[src/rtl/key_event_decoder.sv]
// key_event_decoder
//   Turns rising edges of a UART byte-valid strobe into per-channel key
//   events. Each channel matches one ASCII code (optionally case-folded).
//   A hit on a channel produces:
//     - a one-cycle strobe,
//     - a stretched hold pulse,
//     - a cooldown lockout against re-triggering,
//     - an {index, byte} entry in a small first-word-fall-through event FIFO.
//
// Ports
//   clk        in   system clock
//   reset      in   synchronous, active-high reset
//   data       in   [7:0] received UART byte
//   rx_valid   in   byte-valid level; only its rising edge is used
//   key_hold   out  [NUM_KEYS-1:0] per-channel stretched pulse
//   key_strobe out  [NUM_KEYS-1:0] per-channel single-cycle hit pulse
//   evt_valid  out  event FIFO non-empty
//   evt_ready  in   consumer pop request
//   evt_index  out  [IDX_W-1:0] channel index of the head entry
//   evt_code   out  [7:0] folded byte of the head entry
//   drop_cnt   out  [7:0] saturating count of hits lost to a full FIFO
module key_event_decoder #(
    parameter int                    NUM_KEYS        = 6,
    parameter logic [8*NUM_KEYS-1:0] KEY_CODES       = 48'h0D_20_64_61_73_77,
    parameter int                    HOLD_CYCLES     = 1000,
    parameter int                    COOLDOWN_CYCLES = 500000,
    parameter int                    CASE_FOLD       = 1,
    parameter int                    FIFO_DEPTH      = 4,
    localparam int                   IDX_W           = (NUM_KEYS > 1) ? $clog2(NUM_KEYS) : 1
) (
    input  logic                clk,
    input  logic                reset,
    input  logic [7:0]          data,
    input  logic                rx_valid,
    output logic [NUM_KEYS-1:0] key_hold,
    output logic [NUM_KEYS-1:0] key_strobe,
    output logic                evt_valid,
    input  logic                evt_ready,
    output logic [IDX_W-1:0]    evt_index,
    output logic [7:0]          evt_code,
    output logic [7:0]          drop_cnt
);

    localparam int HOLD_W = (HOLD_CYCLES > 0) ? $clog2(HOLD_CYCLES + 1) : 1;
    localparam int COOL_W = (COOLDOWN_CYCLES > 0) ? $clog2(COOLDOWN_CYCLES + 1) : 1;
    localparam int PTR_W  = $clog2(FIFO_DEPTH);
    localparam int CNT_W  = $clog2(FIFO_DEPTH + 1);
    localparam int ENT_W  = IDX_W + 8;

    localparam logic [HOLD_W-1:0] HOLD_LOAD = HOLD_W'(HOLD_CYCLES);
    localparam logic [COOL_W-1:0] COOL_LOAD = COOL_W'(COOLDOWN_CYCLES);
    localparam logic [CNT_W-1:0]  CNT_FULL  = CNT_W'(FIFO_DEPTH);

    function automatic logic [7:0] fold_byte(input logic [7:0] b);
        if ((CASE_FOLD != 0) && (b >= 8'h41) && (b <= 8'h5A)) begin
            return b | 8'h20;
        end
        return b;
    endfunction

    logic                rx_valid_q;
    logic [NUM_KEYS-1:0] strobe_q;
    logic [HOLD_W-1:0]   hold_q [NUM_KEYS];
    logic [COOL_W-1:0]   cool_q [NUM_KEYS];
    logic [ENT_W-1:0]    fifo_q [FIFO_DEPTH];
    logic [PTR_W-1:0]    wr_q, wr_d;
    logic [PTR_W-1:0]    rd_q, rd_d;
    logic [CNT_W-1:0]    count_q, count_d;
    logic [7:0]          drop_q, drop_d;

    logic                accept;
    logic [7:0]          fb;
    logic                match_found;
    logic [IDX_W-1:0]    match_idx;
    logic                hit;
    logic                full;
    logic                pop;
    logic                push_ok;
    logic [ENT_W-1:0]    head;

    assign accept = rx_valid & ~rx_valid_q;
    assign fb     = fold_byte(data);

    // Scan from the top down so the lowest matching index is the one kept.
    always_comb begin
        match_found = 1'b0;
        match_idx   = '0;
        for (int i = NUM_KEYS - 1; i >= 0; i--) begin
            if (KEY_CODES[8*i +: 8] == fb) begin
                match_found = 1'b1;
                match_idx   = IDX_W'(i);
            end
        end
    end

    assign hit = accept & match_found & (cool_q[match_idx] == '0);

    assign evt_valid = (count_q != '0);
    assign full      = (count_q == CNT_FULL);
    assign pop       = evt_valid & evt_ready;
    // A full FIFO still takes the push when a pop frees the head slot on the same edge.
    assign push_ok   = hit & (~full | pop);

    always_comb begin
        wr_d    = wr_q;
        rd_d    = rd_q;
        count_d = count_q;
        drop_d  = drop_q;
        if (push_ok) begin
            wr_d = wr_q + PTR_W'(1);
        end
        if (pop) begin
            rd_d = rd_q + PTR_W'(1);
        end
        case ({push_ok, pop})
            2'b10:   count_d = count_q + CNT_W'(1);
            2'b01:   count_d = count_q - CNT_W'(1);
            default: count_d = count_q;
        endcase
        if (hit && !push_ok && (drop_q != 8'hFF)) begin
            drop_d = drop_q + 8'd1;
        end
    end

    always_ff @(posedge clk) begin
        if (reset) begin
            rx_valid_q <= 1'b0;
            strobe_q   <= '0;
            wr_q       <= '0;
            rd_q       <= '0;
            count_q    <= '0;
            drop_q     <= '0;
            for (int i = 0; i < NUM_KEYS; i++) begin
                hold_q[i] <= '0;
                cool_q[i] <= '0;
            end
        end else begin
            rx_valid_q <= rx_valid;
            wr_q       <= wr_d;
            rd_q       <= rd_d;
            count_q    <= count_d;
            drop_q     <= drop_d;
            for (int i = 0; i < NUM_KEYS; i++) begin
                if (hit && (match_idx == IDX_W'(i))) begin
                    strobe_q[i] <= 1'b1;
                    // Reloading while still high keeps the hold pulse continuous.
                    hold_q[i]   <= HOLD_LOAD;
                    cool_q[i]   <= COOL_LOAD;
                end else begin
                    strobe_q[i] <= 1'b0;
                    if (hold_q[i] != '0) begin
                        hold_q[i] <= hold_q[i] - HOLD_W'(1);
                    end
                    if (cool_q[i] != '0) begin
                        cool_q[i] <= cool_q[i] - COOL_W'(1);
                    end
                end
            end
        end
    end

    // Storage carries no reset; the head is masked while the FIFO is empty.
    always_ff @(posedge clk) begin
        if (push_ok) begin
            fifo_q[wr_q] <= {match_idx, fb};
        end
    end

    assign head = fifo_q[rd_q];

    always_comb begin
        for (int i = 0; i < NUM_KEYS; i++) begin
            key_hold[i] = (hold_q[i] != '0);
        end
    end

    assign key_strobe = strobe_q;
    assign evt_index  = evt_valid ? head[8 +: IDX_W] : '0;
    assign evt_code   = evt_valid ? head[7:0] : 8'h00;
    assign drop_cnt   = drop_q;

endmodule

[config.mk]
export PLATFORM = sky130hd
export DESIGN_NAME = key_event_decoder
export DESIGN_NICKNAME = d
export VERILOG_FILES = /design/src/rtl/key_event_decoder.sv
export SDC_FILE = /design/constraint.sdc
export NUM_CORES = 1
export LEC_CHECK = 0
export CORE_UTILIZATION = 56
export CTS_CLUSTER_DIAMETER = 60
export DETAILED_ROUTE_END_ITERATION = 8
export PLACE_DENSITY = 0.77
export SLEW_MARGIN = 20
export SYNTH_ARGS = -nofsm -noshare
export SYNTH_HDL_FRONTEND = slang
export SYNTH_SLANG_ARGS = --single-unit
[constraint.sdc]
create_clock -name clk -period 3.7 [get_ports clk]
set_clock_uncertainty 0.1 [all_clocks]
set_input_delay 0.37 -clock clk [delete_from_list [all_inputs] [get_ports clk]]
set_output_delay 0.37 -clock clk [all_outputs]
set_load 0.02 [all_outputs]
==> run summary, run 1 <==
Leaving out fill and tap cells, the most frequent cells in the layout are sky130_fd_sc_hd__edfxtp_1 (218), sky130_fd_sc_hd__nor2_1 (150), sky130_fd_sc_hd__buf_4 (132). The minimum setup slack after placement came out at -365 ps. Hold repair after CTS inserted 0 buffers. The remaining number of nets flagged by the antenna check after routing is 0.

Dividing the detail-routed via count by the number of cells gives 6.00. The worst register-to-register path ends at hold_q[5][0]. The portion of synthesized cell area occupied by the leading cell type is 49.8%. The most common cell after layout, fill and taps aside is sky130_fd_sc_hd__edfxtp_1. The number of buffers inserted by post-CTS setup repair came out at 0.

At the end of routability-driven placement, the weighted congestion stood at 0.996. The critical hold path startpoint is reset. The sum of net half-perimeters after detailed placement came out at 22400 um. The register area share after synthesis is 53.4%.

The synthesized netlist occupies a cell area of 13100 um^2. After technology mapping, the gate count stands at 1215. Data on the critical path arrives at its endpoint at 3750 ps.

The flow ran to the end, and the final reports show no timing, DRC or antenna violations. The critical path goes through clkdlybuf4s50_1 -> buf_4 -> nor4b_1 -> buf_4 -> o21ai_2 -> clkinv_1 -> a221oi_1 -> o31ai_1 -> o32ai_2 -> o2111ai_2 -> nor3b_4 -> buf_4 -> a211oi_1. The hold violation count in the final report came to 0. The register bit total from synthesis came out at 242. The clock drives 242 sinks. The post-route non-filler standard cell count is 1710. Clock tree synthesis selected as its root buffer the cell sky130_fd_sc_hd__clkbuf_16.

Summing the areas of all fa, ha and maj instances in the mapped netlist gives 1.87% of the synthesized area. The design area is 15800 um^2. The critical path is of the input pin to flop type. Of the post-synthesis cell area, the part taken by muxes is 2.43%. The synthesized netlist devotes 19.3% of its cell area to simple gates. The area overhead of the layout relative to synthesis is 20.5%.

The full die area is 24100 um^2. The reported max-cap violation count is 0. The deepest level of the CTS H-tree came out at 1.

Across the VDD grid, the largest voltage drop is 0.000618 V. The startpoint identified for the worst register-to-register timing path is cool_q[1][16]. Summed over all layers, the global routing overflow is 0.

The number of enable-type register cells in the synthesized netlist came out at 218. The initial antenna violation count came out at 0. STA classifies the critical path endpoint as a flop. The number of global-route vias before repair came out at 9927. The worst reg-to-reg setup slack is 180 ps.

The biggest area contributor in the post-synthesis netlist is sky130_fd_sc_hd__edfxtp_1. The xor/xnor share of the synthesized area came out at 8.99%. After clock tree synthesis, the clock-pin slew on the worst setup and hold paths is 60 ps.

The die is 155 um wide. The total via count in the routed design came out at 10300. The biggest cell delay along the critical path is 550 ps. The hold path depth is 2.

The post-synthesis cell type count came out at 87. The number of filler instances in the final layout came out at 1681. The largest individual stage delay along the critical path comes from the cell sky130_fd_sc_hd__clkdlybuf4s50_1.

In the final routed layout, each cell accounts on average for 18.3 um. The path with the worst hold slack has its endpoint at cool_q[3][18]. At the later pin of the worst-skew pair, clock insertion delay measures 550 ps.

The most used flip-flop cell after synthesis is sky130_fd_sc_hd__edfxtp_1. The standard-cell row count came out at 55. After synthesis, the mean cell area works out to 10.8 um^2.

Measured against its own limit, the worst slew margin works out to 50.1%. The leakage power is 6.03 nW. For this run, the total global-route usage over all layers was measured as 26.4%. The transition time of the tightest slew-check pin is 748 ps.

The most frequent cell on the critical path is sky130_fd_sc_hd__buf_4. The detailed router finished its first iteration with 952 violations. The largest fanout of any net on the critical path came out at 12. The area of all sequential standard cells is 7030 um^2. For this configuration, the core starts out at a cell density of 57.5%. The combinational family with the most area after synthesis is simple AND/OR/NAND/NOR gates. The count of warnings emitted by yosys is 0. The worst setup path is launched from an input pin. The share of cells above drive strength 1 is 17.0%. TritonCTS built the clock tree. The final routed wirelength across all metal layers came out at 31300 um.

The net total in the final layout came out at 1408. The count of TritonRoute iterations in the first routing pass came out at 5. The ratio of total power to cell area came out at 796 nW/um^2. The setup slack after layout is 108 ps. The boundary pin count is 44. The quantity of gates resized following cts came out at 0. The maximum clock frequency came out at 278 MHz. At the worst endpoint, the required time is 3860 ps.

The count of pins over their slew limit came to 0. The diode insertion count for antenna repair is 0. The worst path uses 97.1% of the clock period. For the worst flop-to-flop path, the logic depth is 10. The cell area after placement came out at 14900 um^2. The clock passes through at most 3 buffers. The post-synth net total came out at 1246. Entering global routing, the biggest net connects 26 pins. In this run the worst hold path is classified as input pin to flop.

The quantity of I/O buffers inserted on ports is 43. The area occupied by multi-input gates is 5730 um^2. The worst path needs 3590 ps of the cycle, external delays included. The wire length of the first global-routing pass came out at 50600 um. The number of CTS-inserted buffers came out at 27. After layout, the design draws a total of 12.6 mW. The compound-gate portion of the synthesized area came out at 10.9%.

The floorplan die height came out at 155 um. The core region area came out at 22800 um^2. In the post-synthesis netlist, the biggest area contributors are sky130_fd_sc_hd__edfxtp_1 (50%), sky130_fd_sc_hd__xnor2_1 (6.3%), sky130_fd_sc_hd__nor2_1 (4.3%). The final routed DRC violation total came out at 0.

The total placed cells including tap cells is 1661. The share of flip-flops with an asynchronous set or reset came out at 0%. Setup violations remaining at the end of the flow were counted as 0. Setup repair after global routing left no endpoint under its margin.
area by class of cell:
type                       count  share of cell area (%)
sequential                   242                    44.3
multi-input combinational    878                    36.1
timing repair buffer         183                    9.95
clock buffer                  35                    4.92
tap                          313                    2.47
clock inverter                14                    1.11
inverter                      45                    1.07
synthesized netlist by cell type (6+ instances only):
library cell / count
sky130_fd_sc_hd__or3_1: 18
sky130_fd_sc_hd__a21oi_1: 38
sky130_fd_sc_hd__o21ai_0: 65
sky130_fd_sc_hd__nand2_1: 77
sky130_fd_sc_hd__o31ai_1: 6
sky130_fd_sc_hd__nand3b_1: 7
sky130_fd_sc_hd__xnor2_1: 95
sky130_fd_sc_hd__a211oi_1: 29
sky130_fd_sc_hd__inv_1: 42
sky130_fd_sc_hd__nor2_1: 151
sky130_fd_sc_hd__clkbuf_1: 26
sky130_fd_sc_hd__mux4_2: 11
sky130_fd_sc_hd__nand4_1: 12
sky130_fd_sc_hd__edfxtp_1: 218
sky130_fd_sc_hd__o21ai_2: 10
sky130_fd_sc_hd__and2_1: 13
sky130_fd_sc_hd__ha_1: 18
sky130_fd_sc_hd__nor3b_1: 8
sky130_fd_sc_hd__buf_2: 13
sky130_fd_sc_hd__xor2_1: 40
sky130_fd_sc_hd__and3_1: 9
sky130_fd_sc_hd__a21o_1: 6
sky130_fd_sc_hd__nor4_1: 31
sky130_fd_sc_hd__or4_1: 16
sky130_fd_sc_hd__nor2b_1: 6
sky130_fd_sc_hd__dfxtp_1: 24
sky130_fd_sc_hd__nor3_1: 76
sky130_fd_sc_hd__nand3_1: 40
sky130_fd_sc_hd__mux2i_1: 6
power breakdown:
| group | leakage [nW] | internal (mW) | total [mW] | switching, mW |
|---|---|---|---|---|
| sequential | 2.64 | 4.09 | 4.85 | 0.764 |
| clock | 0.462 | 1.71 | 2.84 | 1.13 |
| combinational | 2.93 | 2.16 | 4.92 | 2.75 |
| total | 6.03 | 7.96 | 12.6 | 4.65 |
registers in the layout, indices dropped and copies added, names as in the netlist, named ones only:
register and count:
cool_q 114, fifo_q 44, count_q 3, rx_valid_q 1
wr_q 2, rd_q 2, key_strobe 6, hold_q 60
drop_cnt 8
critical path: cells and delay by family:
| family | cells | cell delay, ps |
|---|---|---|
| buf+inv | 5 | 1460 |
| compound gates | 6 | 1530 |
| simple gates | 2 | 370 |
stage by stage:
stage | utilization, % | setup TNS, ps | hold slack, ps
finish | 69.4 | 0 | 239
global route | 69.4 | 0 | 233
CTS | 69.3 | 0 | 222
detailed placement | 65.2 | -57870 | 393
global placement | 65.2 | -42680 | 380
floorplan | - | -27.7 | 369
layer usage:
metal / track usage [%] / share of wire [%]
met1: 36.3 / 43
met3: 3.34 / 7.2
met5: 0 / 0
met4: 8.92 / 2.8
met2: 43.4 / 47
how the worst max path moves through the flow:
stage	startpoint	endpoint	slack [ps]	cells past startpoint
floorplan	data[3]	count_q[1]	-30	18
global placement	data[7]	cool_q[3][11]	-260	15
detailed placement	data[3]	cool_q[3][11]	-370	13
CTS	data[3]	cool_q[3][11]	190	13
global route	data[3]	cool_q[3][7]	40	13
finish	data[3]	cool_q[3][11]	110	13
logic make-up after synthesis:
| kind of cell | Yosys count |
|---|---|
| adder cells (fa/ha/maj) | 19 |
| flip-flops | 242 |
| multiplexers | 18 |
| AO/OA/AOI/OAI | 210 |
| XOR/XNOR | 135 |
| buffers and inverters | 95 |
| AND/OR/NAND/NOR | 496 |
(Power assumes the default switching activity.)
==> run 2: changes to the inputs <==
CORE_ASPECT_RATIO = 0.9   (was unset)
CORE_UTILIZATION = 53   (was 56)
PLACE_DENSITY = 0.73   (was 0.77)
SKIP_LAST_GASP = 1   (was unset)
==> run 2 against run 1 <==
  * Cell count down 0.64%
  * Highest routed layer unchanged
  * Via count down 1.4%
  * Sequential share of layout area up 0.47 points
  * Die area up 5.6%
==> run summary, run 2 (synthesis gave the netlist of run 1 again) <==
The endpoint of the worst register-to-register path is hold_q[5][7] (was hold_q[5][0]). Biggest regs: cool_q x114, hold_q x60, fifo_q x44 (unchanged). The quantity of hold-fixing buffers added after cts came out at 0 (unchanged).

Outcome: complete, no violations (unchanged). The required arrival time at the worst endpoint is 3230 ps (was 3860 ps). The worst reg-to-reg setup slack is 320 ps (was 180 ps). The total global routing track utilization came out at 25.2% (was 26.4%). The minimum setup slack after placement came out at -255 ps (was -365 ps). The fraction of power consumed by sequential logic was 39.8% (was 38.5%).

The maximum clock frequency is 289 MHz (was 278 MHz). The remaining number of nets flagged by the antenna check after routing is 0 (unchanged). Highest-count cells in the layout ignoring fill and taps: sky130_fd_sc_hd__edfxtp_1 (218), sky130_fd_sc_hd__nor2_1 (150), sky130_fd_sc_hd__buf_4 (125) (was sky130_fd_sc_hd__edfxtp_1 (218), sky130_fd_sc_hd__nor2_1 (150), sky130_fd_sc_hd__buf_4 (132)).

The final routed DRC violation total came out at 0 (unchanged). The horizontal die dimension is 168 um (was 155 um). The source-to-sink clock delay at the later pin of the worst-skew pair came out at 540 ps (was 550 ps). The sum of net half-perimeters after detailed placement is 22400 um (about the same). The largest buffer count on any clock path came out at 3 (unchanged).

RSZ-0062 raised after global routing: no (unchanged). The post-route total power came out at 12.2 mW (was 12.6 mW). The number of flip-flops under the largest register name is 114 (unchanged). The starting DRC count in detailed routing was 922 (was 952). The count of TritonRoute iterations in the first routing pass came out at 5 (unchanged). The switching component of the power came out at 4.61 mW (was 4.65 mW). The capturing element type of the critical path is an output pin (was flop).

The switching share of total power came out at 37.7% (was 36.9%). The leakage power is 5.97 nW (was 6.03 nW). The fraction of power consumed by the clock network came out at 20.2% (was 22.5%).

The deepest level of the CTS H-tree came out at 1 (unchanged). The highest signal layer in the routed design is met4 (unchanged). The hold path depth came out at 3 (was 2). The floorplan die height was 151 um (was 155 um). The net total in the final layout is 1403 (was 1408). The hold violation count in the final report came out at 0 (unchanged). The startpoint kind of the worst setup timing path is a flop (was input pin). The diode insertion count for antenna repair is 0 (unchanged).

The number of global-route vias before repair came to 9848 (was 9927). The path depth of the worst reg2reg path came to 11 (was 10). The post-route non-filler standard cell count came out at 1699 (was 1710).

The critical hold path startpoint is reset (unchanged). The area overhead of the layout relative to synthesis is 19.3% (was 20.5%). The tightest hold margin came to 344 ps (was 239 ps). The boundary pin count came out at 44 (unchanged). The cell with the biggest individual delay on the critical path is sky130_fd_sc_hd__or4_1 (was sky130_fd_sc_hd__clkdlybuf4s50_1).

The buffering stage count on the worst path with inverters included is 1 (was 5). The clock-pin slew on the worst setup and hold paths was 60 ps (about the same). The most frequent cell on the critical path is sky130_fd_sc_hd__or4_1 (was sky130_fd_sc_hd__buf_4).

The share of cells above drive strength 1 came out at 16.6% (was 17.0%). The setup TNS after final layout is 0 ps (unchanged). The total setup violations reported at the end of the flow is 0 (unchanged). The startpoint of the lowest-slack register-to-register path is cool_q[3][8] (was cool_q[1][16]). The via density per instance came out at 5.96 (was 6.00). The initial antenna violation count came out at 0 (unchanged). Ordered cell list for the critical path: or4_1 -> or3_1 -> or4_1 -> clkdlybuf4s50_1 (was clkdlybuf4s50_1 -> buf_4 -> nor4b_1 -> buf_4 -> o21ai_2 -> clkinv_1 -> a221oi_1 -> o31ai_1 -> o32ai_2 -> o2111ai_2 -> nor3b_4 -> buf_4 -> a211oi_1). The arrival time reported for the critical path endpoint came out at 2980 ps (was 3750 ps).

The wire length of the first global-routing pass is 50800 um (was 50600 um). The length of routed wiring on met1 came out at 13900 um (was 13300 um). The most common cell after layout, fill and taps aside was sky130_fd_sc_hd__edfxtp_1 (unchanged).

The largest fanout of any net on the critical path came out at 3 (was 12). The transition time of the tightest slew-check pin came out at 785 ps (was 748 ps). The total placed cells including tap cells is 1651 (was 1661). The setup slack after layout is 246 ps (was 108 ps). The number of clock sinks came out at 242 (unchanged). The number of buffers inserted by post-CTS setup repair came out at 0 (unchanged).

The count of pins over their slew limit came out at 0 (unchanged). The share of the clock period used by the worst path is 93.4% (was 97.1%). The max-slew headroom at the worst pin was 47.6% (was 50.1%). The standard-cell row count is 54 (was 55). The classification of the worst setup path was flop to output pin (was input pin to flop). The number of CTS-inserted buffers came out at 27 (unchanged). The sink of the worst hold path is drop_cnt[1] (was cool_q[3][18]). The clock period minus worst slack was 3450 ps (was 3590 ps).

The cell internal power dissipation came to 7.63 mW (was 7.96 mW). The effective utilization at floorplan is 54.1% (was 57.5%). The quantity of I/O buffers inserted on ports is 43 (unchanged).

The core region area was 24300 um^2 (was 22800 um^2). The kind of path behind the tightest hold check was input pin to flop (unchanged). The total congestion overflow after global routing came out at 0 (unchanged). The maximum ir drop on the vdd rail came out at 0.000592 V (was 0.000618 V). The total via count in the routed design was 10100 (was 10300). The routability congestion estimate from global placement is 1.03 (was 0.996). The full die area came out at 25400 um^2 (was 24100 um^2).

The most flop-heavy register was cool_q (unchanged). The biggest cell delay along the critical path came out at 610 ps (was 550 ps). The ratio of total power to cell area came out at 781 nW/um^2 (was 796 nW/um^2). The total length of routed met3 wires was 2190 um (was 2240 um). The pin count of the biggest net entering global routing is 39 (was 26). The fraction of power consumed by combinational cells came out at 40.0% (was 39.0%).

The clock tree from TritonCTS is built (unchanged). The quantity of gates resized following cts is 0 (unchanged). The reported max-cap violation count came out at 0 (unchanged). The final routed wirelength across all metal layers came out at 31200 um (was 31300 um). The kind of cell adding the most delay to the critical path is simple AND/OR/NAND/NOR gates (was compound AO/OA/AOI/OAI gates).

The buffer type at the clock tree root is sky130_fd_sc_hd__clkbuf_16 (unchanged). The routed wirelength normalized by instance count is 18.4 um (was 18.3 um). The detailed-routed wire length on met2 came to 14300 um (was 14900 um).
run 2: cell count changes in the layout (fill, tap and decap cells not counted), moves of 2 or more:
cell,delta
sky130_fd_sc_hd__buf_12,+2
sky130_fd_sc_hd__clkbuf_16,-3
sky130_fd_sc_hd__clkinv_2,+6
sky130_fd_sc_hd__clkinv_4,+2
sky130_fd_sc_hd__buf_4,-7
sky130_fd_sc_hd__bufinv_16,-3
run 2: power groups by stage:
stage                     combinational (mW)  sequential, mW  clock (mW)
after CTS                               4.88            4.84        2.51
final                                   4.90            4.87        2.47
after detailed placement                4.82            4.89           0
after global routing                    5.44            4.97        2.60
after global placement                  4.73            4.85           0
after floorplan                         3.53            4.67           0
run 2: final cells by class:
class	instances	area, um^2
clock buffers	33	718
clock inverters	15	93.8
flip-flops and latches	242	7030
inverters	45	169
fillers	1921	8640
well taps	308	385
repair buffers	178	1560
multi-input cells	878	5720
run 2: metal layers:
layer	global-route usage [%]	vias up
li1	-	4853
met4	6.42	0
met3	4.65	51
met2	40.7	331
met5	0	-
met1	35.0	4883
run 2: tightest hold or removal path: stages:
cell and delay [ps]:
sky130_fd_sc_hd__buf_2 130, sky130_fd_sc_hd__buf_4 280, sky130_fd_sc_hd__nor2_1 140
run 2: worst max-delay path by stage:
stage | to | from | cells past startpoint
3_3_place_gp | count_q[1] | data[0] | 13
3_5_place_dp | count_q[1] | data[0] | 13
6_report | key_hold[3] | hold_q[3][4] | 4
2_1_floorplan | count_q[1] | data[3] | 18
5_1_grt | key_hold[2] | hold_q[2][2] | 5
4_1_cts | key_hold[3] | hold_q[3][4] | 4
run 2: stage by stage:
step	instance area, um^2	utilization (%)
after detailed placement	14900	61.1
after global placement	14900	61.1
final	15700	64.5
after global routing	15700	64.5
after CTS	15700	64.5
after floorplan	13200	-
==> run 3: changes to the inputs <==
SETUP_SLACK_MARGIN = 0.15   (was unset)
==> run 3 against run 2 <==
  * Sequential power barely moved
  * Sequential share of layout area fell by 0.43 points
  * Worst setup slack improved by 34 ps
  * Cell area rose by 0.97%
  * Combinational power rose by 0.8%
  * Global-route usage barely moved
  * Hold slack got worse by 27 ps
  * Flip-flop and latch count did not move
  * Fmax rose by 1.0%
  * Critical endpoint unchanged
  * Largest cell class unchanged
==> run summary, run 3 (synthesis gave the netlist of run 1 again) <==
The switching component of the power is 4.58 mW (was 4.61 mW). The maximum clock frequency is 292 MHz (was 289 MHz). The via density per instance is 5.99 (was 5.96). The total setup violations reported at the end of the flow was 0 (unchanged).

The required arrival time at the worst endpoint is 3230 ps (about the same). The classification of the worst setup path was flop to output pin (unchanged). The quantity of I/O buffers inserted on ports is 43 (unchanged). The leakage power is 6.04 nW (was 5.97 nW).

The post-route total power is 12.5 mW (was 12.2 mW). The horizontal die dimension is 168 um (unchanged). The total global routing track utilization was 25.2% (about the same). The share of cells above drive strength 1 came out at 16.5% (was 16.6%). The maximum ir drop on the vdd rail is 0.000655 V (was 0.000592 V). The kind of path behind the tightest hold check is input pin to flop (unchanged). The total congestion overflow after global routing is 0 (unchanged).

The area of all sequential standard cells came out at 7030 um^2 (unchanged). The wire length of the first global-routing pass came out at 50500 um (was 50800 um). The number of CTS-inserted buffers came out at 27 (unchanged). The number of buffers inserted by post-CTS setup repair came out at 0 (unchanged). The area occupied by multi-input gates is 5740 um^2 (was 5720 um^2). The cell area after placement came out at 14900 um^2 (about the same). The pin count of the biggest net entering global routing came out at 39 (unchanged). The number of filler instances in the final layout is 1896 (was 1921).

The most frequent cell on the critical path is sky130_fd_sc_hd__or4_1 (unchanged). The floorplan die height is 151 um (unchanged). The count of TritonRoute iterations in the first routing pass is 6 (was 5). The transition time of the tightest slew-check pin came out at 809 ps (was 785 ps). Highest-count cells in the layout ignoring fill and taps: sky130_fd_sc_hd__edfxtp_1 (218), sky130_fd_sc_hd__nor2_1 (150), sky130_fd_sc_hd__buf_4 (120) (was sky130_fd_sc_hd__edfxtp_1 (218), sky130_fd_sc_hd__nor2_1 (150), sky130_fd_sc_hd__buf_4 (125)). The arrival time reported for the critical path endpoint is 2950 ps (was 2980 ps). The routed wirelength normalized by instance count came out at 18.6 um (was 18.4 um). The count of pins over their slew limit came out at 0 (unchanged).

The quantity of gates resized following cts came to 0 (unchanged). The sum of net half-perimeters after detailed placement is 22500 um (was 22400 um). The max-slew headroom at the worst pin is 46.0% (was 47.6%).

The clock period minus worst slack came to 3420 ps (was 3450 ps). The buffer type at the clock tree root is sky130_fd_sc_hd__clkbuf_16 (unchanged). The diode insertion count for antenna repair came to 0 (unchanged). The number of clock sinks came out at 242 (unchanged).

The cell with the biggest individual delay on the critical path was sky130_fd_sc_hd__or4_1 (unchanged). The initial antenna violation count is 0 (unchanged). The remaining number of nets flagged by the antenna check after routing is 0 (unchanged).

The hold violation count in the final report is 0 (unchanged). The fraction of the core area covered by cells at the end of the flow came to 65.1% (was 64.5%). The largest fanout of any net on the critical path came out at 4 (was 3). The final routed wirelength across all metal layers came out at 31600 um (was 31200 um).

The cell internal power dissipation is 7.93 mW (was 7.63 mW). Biggest regs: cool_q x114, hold_q x60, fifo_q x44 (unchanged). The routability congestion estimate from global placement came out at 0.992 (was 1.03). The most flop-heavy register is cool_q (unchanged). The capturing element type of the critical path was an output pin (unchanged).

Outcome: complete, no violations (unchanged). RSZ-0062 raised after global routing: no (unchanged). The ratio of total power to cell area is 790 nW/um^2 (was 781 nW/um^2). The final routed DRC violation total came to 0 (unchanged). The quantity of hold-fixing buffers added after cts came out at 0 (unchanged). The startpoint kind of the worst setup timing path is a flop (unchanged). The design area came out at 15800 um^2 (was 15700 um^2). The deepest level of the CTS H-tree came out at 1 (unchanged). The boundary pin count came to 44 (unchanged). The starting DRC count in detailed routing came out at 716 (was 922). The effective utilization at floorplan is 54.1% (unchanged). The number of global-route vias before repair came out at 9751 (was 9848). The standard-cell row count came to 54 (unchanged). The biggest cell delay along the critical path was 570 ps (was 610 ps). The source-to-sink clock delay at the later pin of the worst-skew pair was 540 ps (about the same). The clock-pin slew on the worst setup and hold paths is 60 ps (about the same). The core region area came to 24300 um^2 (unchanged). The clock tree from TritonCTS is built (unchanged). The fraction of power consumed by sequential logic came to 38.9% (was 39.8%). The reported max-cap violation count came out at 0 (unchanged). The number of flip-flops under the largest register name is 114 (unchanged). The net total in the final layout came out at 1402 (was 1403). Ordered cell list for the critical path: or4_1 -> or3_1 -> or4_1 -> clkdlybuf4s50_1 (unchanged). The share of the clock period used by the worst path came out at 92.4% (was 93.4%). The most common cell after layout, fill and taps aside is sky130_fd_sc_hd__edfxtp_1 (unchanged). The buffering stage count on the worst path with inverters included is 1 (unchanged). The fraction of power consumed by the clock network is 21.7% (was 20.2%). The kind of cell adding the most delay to the critical path was simple AND/OR/NAND/NOR gates (unchanged).

The largest buffer count on any clock path came out at 3 (unchanged). The switching share of total power came out at 36.6% (was 37.7%). The fraction of power consumed by combinational cells is 39.5% (was 40.0%). The area overhead of the layout relative to synthesis was 20.4% (was 19.3%). The total via count in the routed design is 10200 (was 10100). The full die area is 25400 um^2 (unchanged).
## run 3: metal layers
layer	vias to the layer above	track usage (%)	wire [um]
li1	4860	-	-
met1	4875	34.8	13900
met2	378	41.6	14700
met3	70	3.53	2080
met4	0	7.34	880
met5	-	0	0
## run 3: stage by stage
stage          TNS, ps  setup WS, ps  hold slack [ps]  instances
3_5_place_dp     -9020          -147              396       1650
2_1_floorplan    -27.7         -27.7              369       1215
4_1_cts              0           244              299       1699
5_1_grt              0           177              331       1699
3_3_place_gp     -3490          -108              387       1650
6_report             0           280              318       1699
## run 3: power by group through the flow
stage	sequential, mW	combinational [mW]	clock (mW)
2_1_floorplan	4.67	3.54	0
3_3_place_gp	4.85	4.77	0
3_5_place_dp	4.88	4.86	0
4_1_cts	4.84	4.92	2.75
5_1_grt	4.97	5.44	2.84
6_report	4.86	4.94	2.71
## run 3: path summary, 6_finish.rpt
path | from | endpoint | slack [ps] | depth (start not counted)
worst max-delay path | hold_q[3][2] | key_hold[3] | 280 | 4
worst min-delay path | reset | drop_cnt[0] | 320 | 3
worst max register to register | cool_q[3][8] | count_q[1] | 290 | 12
worst min register to register | wr_q[1] | wr_q[1] | 410 | 2
## run 3: worst reg2reg max path, cell delays in order, from the launching register on
cell,delay [ps]
sky130_fd_sc_hd__edfxtp_1,480
sky130_fd_sc_hd__nor3_2,270
sky130_fd_sc_hd__nand4_1,190
sky130_fd_sc_hd__o41ai_1,540
sky130_fd_sc_hd__o2111ai_1,220
sky130_fd_sc_hd__o22ai_2,240
sky130_fd_sc_hd__and2_4,200
sky130_fd_sc_hd__nor2_2,50
sky130_fd_sc_hd__fa_2,420
sky130_fd_sc_hd__nand2_1,70
sky130_fd_sc_hd__a21oi_1,40
sky130_fd_sc_hd__a311o_1,320
sky130_fd_sc_hd__o2111a_1,130
## run 3: cell type report
type                            count  share of cell area, %
Sequential cell                   242                   44.4
Multi-Input combinational cell    878                   36.2
Timing Repair Buffer              177                   10.1
Clock buffer                       44                   5.25
Tap cell                          308                   2.43
Inverter                           45                   1.07
Clock inverter                      5                  0.490
